File: src/rtl/bus_arbiter.sv
// Registered three-master bus arbiter (CPU, OAM DMA, UART debug) with
// turnaround gap, hold limit for non-preemptive owners and owner-only read return.
module bus_arbiter #(
  parameter int TURNAROUND = 1,
  parameter int MAX_HOLD   = 256
) (
  input  logic        clock,
  input  logic        reset,
  input  logic        cpu_req,
  output logic        cpu_gnt,
  input  logic [15:0] cpu_address,
  input  logic [7:0]  cpu_outdata,
  input  logic        cpu_load,
  input  logic        cpu_store,
  output logic [7:0]  cpu_indata,
  input  logic        dma_req,
  output logic        dma_gnt,
  input  logic [15:0] dma_address,
  input  logic [7:0]  dma_outdata,
  input  logic        dma_load,
  input  logic        dma_store,
  output logic [7:0]  dma_indata,
  input  logic        dbg_req,
  output logic        dbg_gnt,
  input  logic [15:0] dbg_address,
  input  logic [7:0]  dbg_outdata,
  input  logic        dbg_load,
  input  logic        dbg_store,
  output logic [7:0]  dbg_indata,
  output logic [15:0] bus_address,
  output logic [7:0]  bus_outdata,
  output logic        bus_load,
  output logic        bus_store,
  input  logic [7:0]  bus_indata,
  output logic [1:0]  owner,
  output logic        timeout
);

  typedef enum logic [2:0] {S_IDLE, S_CPU, S_DMA, S_DBG, S_TURN} state_t;

  localparam int TW = (TURNAROUND > 1) ? $clog2(TURNAROUND) : 1;
  localparam int HW = (MAX_HOLD > 1) ? $clog2(MAX_HOLD) : 1;
  localparam logic [TW-1:0] TURN_LOAD = TW'((TURNAROUND > 0) ? TURNAROUND - 1 : 0);
  localparam logic [HW-1:0] HOLD_LAST = HW'((MAX_HOLD > 0) ? MAX_HOLD - 1 : 0);

  state_t          state_q, state_d;
  logic [TW-1:0]   turn_q, turn_d;
  logic [HW-1:0]   hold_q, hold_d;
  logic            timeout_q, timeout_d;
  logic            release_c;
  logic            exclDma_c, exclDbg_c;

  function automatic state_t pick(input logic c, input logic d, input logic g);
    if (g)      return S_DBG;
    else if (d) return S_DMA;
    else if (c) return S_CPU;
    else        return S_IDLE;
  endfunction

  always_ff @(posedge clock or posedge reset) begin
    if (reset) begin
      state_q   <= S_IDLE;
      turn_q    <= '0;
      hold_q    <= '0;
      timeout_q <= 1'b0;
    end else begin
      state_q   <= state_d;
      turn_q    <= turn_d;
      hold_q    <= hold_d;
      timeout_q <= timeout_d;
    end
  end

  always_comb begin
    state_d   = state_q;
    turn_d    = turn_q;
    hold_d    = hold_q;
    timeout_d = timeout_q;
    release_c = 1'b0;
    exclDma_c = 1'b0;
    exclDbg_c = 1'b0;
    case (state_q)
      S_IDLE: state_d = pick(cpu_req, dma_req, dbg_req);
      S_CPU: begin
        if (dma_req || dbg_req || !cpu_req) release_c = 1'b1;
      end
      S_DMA: begin
        if (!dma_req) begin
          release_c = 1'b1;
        end else if (MAX_HOLD > 0 && hold_q == HOLD_LAST && (cpu_req || dbg_req)) begin
          release_c = 1'b1;
          timeout_d = 1'b1;
          exclDma_c = 1'b1;
        end else if (MAX_HOLD > 0 && hold_q != HOLD_LAST) begin
          hold_d = hold_q + HW'(1);
        end
      end
      S_DBG: begin
        if (!dbg_req) begin
          release_c = 1'b1;
        end else if (MAX_HOLD > 0 && hold_q == HOLD_LAST && (cpu_req || dma_req)) begin
          release_c = 1'b1;
          timeout_d = 1'b1;
          exclDbg_c = 1'b1;
        end else if (MAX_HOLD > 0 && hold_q != HOLD_LAST) begin
          hold_d = hold_q + HW'(1);
        end
      end
      S_TURN: begin
        if (turn_q == '0) state_d = pick(cpu_req, dma_req, dbg_req);
        else              turn_d  = turn_q - TW'(1);
      end
      default: state_d = S_IDLE;
    endcase
    // Without a turnaround gap the forced-out owner must not win its own release.
    if (release_c) begin
      if (TURNAROUND == 0) begin
        state_d = pick(cpu_req, dma_req && !exclDma_c, dbg_req && !exclDbg_c);
      end else begin
        state_d = S_TURN;
        turn_d  = TURN_LOAD;
      end
    end
    if (state_d != state_q) hold_d = '0;
  end

  assign cpu_gnt = (state_q == S_CPU);
  assign dma_gnt = (state_q == S_DMA);
  assign dbg_gnt = (state_q == S_DBG);
  assign timeout = timeout_q;

  always_comb begin
    owner       = 2'b00;
    bus_address = '0;
    bus_outdata = '0;
    bus_load    = 1'b0;
    bus_store   = 1'b0;
    cpu_indata  = '0;
    dma_indata  = '0;
    dbg_indata  = '0;
    case (state_q)
      S_CPU: begin
        owner       = 2'b01;
        bus_address = cpu_address;
        bus_outdata = cpu_outdata;
        bus_load    = cpu_load;
        bus_store   = cpu_store;
        cpu_indata  = bus_indata;
      end
      S_DMA: begin
        owner       = 2'b10;
        bus_address = dma_address;
        bus_outdata = dma_outdata;
        bus_load    = dma_load;
        bus_store   = dma_store;
        dma_indata  = bus_indata;
      end
      S_DBG: begin
        owner       = 2'b11;
        bus_address = dbg_address;
        bus_outdata = dbg_outdata;
        bus_load    = dbg_load;
        bus_store   = dbg_store;
        dbg_indata  = bus_indata;
      end
      default: ;
    endcase
  end

endmodule

File: config.mk
export PLATFORM = sky130hd
export DESIGN_NAME = bus_arbiter
export DESIGN_NICKNAME = d
export VERILOG_FILES = /design/src/rtl/bus_arbiter.sv
export SDC_FILE = /design/constraint.sdc
export NUM_CORES = 1
export LEC_CHECK = 0
export CAP_MARGIN = 40
export CORE_MARGIN = 1
export CORE_UTILIZATION = 33
export CTS_CLUSTER_DIAMETER = 150
export DETAILED_ROUTE_END_ITERATION = 16
export GPL_ROUTABILITY_DRIVEN = 0
export GPL_TIMING_DRIVEN = 1
export PLACE_DENSITY = 0.9
export SLEW_MARGIN = 20
export SYNTH_ARGS = -nofsm -noshare
export SYNTH_HDL_FRONTEND = slang
export SYNTH_SLANG_ARGS = --single-unit
File: constraint.sdc
create_clock -name clock -period 5.1 [get_ports clock]
set_clock_uncertainty 0.05 [all_clocks]
set_input_delay 1.275 -clock clock [delete_from_list [all_inputs] [get_ports clock]]
set_output_delay 1.275 -clock clock [all_outputs]
set_load 0.02 [all_outputs]
After elaboration in Yosys (flattened, before gate mapping). Index checks and enable logic that the tools add are counted.

Word-level logic and storage cells: 70. Flip-flop bits (word level): 13.

Equality and inequality tests: 15. Multiplexer cells: 35. Add/sub/neg operators: 2. Reduce and logical (&&, ||, !) cells: 14.

Operator list (number): 8-bit two-way mux (9); 16-bit case mux with 3 select lines (1); 8-bit case mux with 3 select lines (1); 8-bit case mux with 2 select lines (1); 1-bit two-way mux (13); 3-bit by 2-bit != test with 1-bit output (second input constant) (4); 5-bit AND reduction (2); 3-bit two-way mux (3); 1-bit case mux with 3 select lines (3); 3-bit case mux with 3 select lines (1); 8-bit by 1-bit adder with 8-bit output (second input constant) (1); 8-bit equality test (second input constant) (1); 8-bit != test (second input constant) (1); 3-bit by 2-bit equality test with 1-bit output (second input constant) (2); 2-bit case mux with 3 select lines (1); 1-bit logical OR (4); 2-bit by 1-bit != test with 1-bit output (second input constant) (2); 2-bit != test (second input constant) (2); 2-bit nonzero test (2); 3-bit by 1-bit equality test with 1-bit output (second input constant) (1); 3-bit equality test (second input constant) (1); 3-bit zero test (1); 3-bit != test (1); 3-bit nonzero test (1); other kinds (6) (7).

Longest topological paths before layout.
Word-level depth: 9. Gate-level depth with buffers: 6. Gate-level depth less buffers: 6.

Least setup slack after synthesis. OpenSTA, ideal clock, no wires.

Kind: input port to output port. Start: input dbg_outdata[2]. End: output bus_outdata[2]. Data required time: 3.775 ns. Stages: 3. Buffers on the path: 0. Slack: 1.964 ns. Arrival: 1.811 ns. Path through: mux2_2 -> a22oi_1 -> nor2_1.

Longest elaborated chain between the ends: 1.

Ends and longest elaborated chain: from (decl) (line 26) `input logic [7:0] dbg_outdata,`; 8-bit case mux with 3 select lines (line 141) `case (state_q)`; to (decl) (line 31) `output logic [7:0] bus_outdata,`.

Every way passes these cells.

Worst setup path in the final report.
Start: input cpu_outdata[2]. End: output bus_outdata[2].

Longest elaborated chain between the ends: 1.

Ends and longest elaborated chain: from (decl) (line 12) `input logic [7:0] cpu_outdata,`; 8-bit case mux with 3 select lines (line 141).

Every way passes these cells.

==> impl_metrics.ini <==
[timing]
fin_crit_sh = 0.7964
setup_slack_ns = 1.038
hold_viol = 0
setup_viol = 0
rsz0062_at_grt = no
fmax_mhz = 246.2
finalMaxSlewViolations = 0
fin_crit_ns = 4.062
slew_headroom = 0.5280
worstMarginPinSlew_ns = 0.7065
fin_tns_setup_ns = 0

[layout]
finalNetCount = 429
final_area_sq_um = 3107
diodes = 0
syn2layout_area_growth_pct = 102.4
drive_gt1_frac = 0.1161
layout_common_cells = clkdlybuf4s50_1 (146), nor2_1 (37), mux2_2 (26), a22oi_1 (26), and2_1 (18)
fill_cells = 359
final_common_cell = clkdlybuf4s50_1

[die]
die_w_microns = 70.21
die_height_microns = 70.21
ios = 147
die_area_sq_um = 4929
core_area_sq_um = 4414
start_util = 0.3478
fp-row-count = 24

[logic_synthesis]
synth_fa_ha_area_frac = 0.008150
synth_cell_types = 35
synth_enable_flop_cells = 0
synthArstFlopShare = 1.000
seq_area_frac_synth = 0.1956
synth_compound_area_frac = 0.2127
synth_xor_xnor_area_share = 0.03993
ys_seq_elements = 12
synth_area_per_cell_sq_um = 7.793
synth_area_sq_um = 1535
synth_top_flop_cell = dfrtp_1
yosysWarnings = 0
yosys.area_share.simple = 0.2950
netlist_instances = 197
synth_top_family_by_area = simple AND/OR/NAND/NOR gates
muxShareOfSynthArea = 0.1972
synth_fp_nets = 289

[global_routing]
globalRouteOverflowTotal = 0
top_usage_layer = met2
use_met2 = 0.4669
grt_pass1_wl_microns = 9577
grt_pass1_vias = 2084
grt_max_degree = 44
globalRouteMet1Util = 0.2507
grt_usage = 0.2386
grt_antenna_before_repair = 0
grt_use_met3 = 0.05916

[worst_setup_path]
cpLargestDelayFamily = buffers and inverters
critPathMaxStageDelay_ns = 0.53
cp_slowest_cell = clkdlybuf4s50_1
cp-start-kind = input pin
criticalPathCategory = in2out
worstPathRequired_ns = 3.77
crit_chain = clkdlybuf4s50_1, mux2_2, a22oi_1, nor2_1, clkdlybuf4s50_1
cp_max_fo = 1
critPathMostFrequentCell = clkdlybuf4s50_1
endpoint_kind = output pin
cp.arrival_ns = 2.74
cp_num_buf_inv = 2

[power_and_ir_drop]
leakage_nw = 1.264
power.density_nw_per_um2 = 453.6
ir_drop_uv = 279.5

[drt]
vias = 2097
viasPerCell = 5.405
first_pass_iters = 4
finalWirelength_microns = 6108
drcViolationCount = 0
ant_nets = 0
post_drt_wl_per_cell_microns = 15.74
drtIter0Drc = 106

[placement]
dp_hpwl_microns = 4783
io_buffers = 146
pre_cts_ws_ns = 1.042
placed_cell_area_sq_um = 3052

[cts]
cts_tree = built
insertion_delay_ns = 0.24
cts_setup_buffers = 0
cts_buffer_depth = 2
root_buffer = clkbuf_8
cts_hold_buffers = 0
cts_made_buffers = 3
clk_pin_slew_ns = 0.05
cts_sinks = 12
htreeDepth = 1
post_cts_resize_count = 0

[run_status]
outcome = finished clean

[worst_hold_path]
hp-class = reg2reg

[job]
maxCapViolCount = 0
## stage by stage
step	power (mW)	utilization	hold slack, ns	std cells
floorplan	0.8155	-	0.4475	197
global placement	1.271	0.6851	0.3921	383
detailed placement	1.306	0.6913	0.4278	384
CTS	1.417	0.7038	0.4456	388
global route	1.499	0.7038	0.4646	388
finish	1.409	0.7038	0.4363	388
## flip-flops by register name, summed over array words and instances (netlist names)
signal / flops
hold_q: 8
state_q: 3
timeout: 1
## cells in the mapped netlist (3+ instances only)
library cell,instances,area share
a21oi_1,4,0.013
a22oi_1,26,0.13
and2_1,18,0.073
and3_1,9,0.037
buf_1,3,0.0073
buf_2,3,0.0098
clkbuf_1,9,0.022
dfrtp_1,12,0.20
inv_1,5,0.012
mux2_2,26,0.19
nand2_1,5,0.012
nand2b_1,3,0.012
nand3_1,4,0.013
nand4_1,4,0.016
nor2_1,37,0.090
nor2b_1,4,0.016
xor2_1,7,0.040
## routing by layer
metal  vias up  part of all wire
li1        991                 -
met1       970              0.36
met2       122              0.52
met3        14             0.096
met4         0             0.027
met5         -                 0
## cell type report
type                    instances  area [sq um]  area share
inverters                       5         18.77    0.006041
repair buffers                150          1511      0.4865
multi-input cells             165          1156      0.3721
well taps                      52         65.06     0.02094
clock buffers                   4         55.05     0.01772
flip-flops and latches         12         300.3     0.09666
## worst paths after layout
| kind | startpoint | endpoint | slack, ns | cells past startpoint |
|---|---|---|---|---|
| max in group asynchronous | reset | state_q[0] | 3.35 | 2 |
| setup / recovery | cpu_outdata[2] | bus_outdata[2] | 1.04 | 5 |
| hold reg to reg | timeout | timeout | 0.44 | 1 |
| hold / removal | timeout | timeout | 0.44 | 1 |
| setup reg to reg | state_q[2] | hold_q[7] | 2.77 | 7 |
| min in group asynchronous | reset | hold_q[2] | 1.32 | 2 |
## logic make-up after synthesis
group | after synthesis
XOR/XNOR | 7
AO/OA/AOI/OAI | 41
flip-flops | 12
multiplexers | 27
AND/OR/NAND/NOR | 89
buffers and inverters | 20
adder cells (fa/ha/maj) | 1
## power breakdown
| group | internal, mW | total [mW] | switching (mW) |
|---|---|---|---|
| registers | 0.113 | 0.134 | 0.0206 |
| logic | 0.568 | 1.17 | 0.603 |
| clock network | 0.0682 | 0.105 | 0.0365 |
| total | 0.750 | 1.41 | 0.660 |
(Power assumes the default switching activity.)
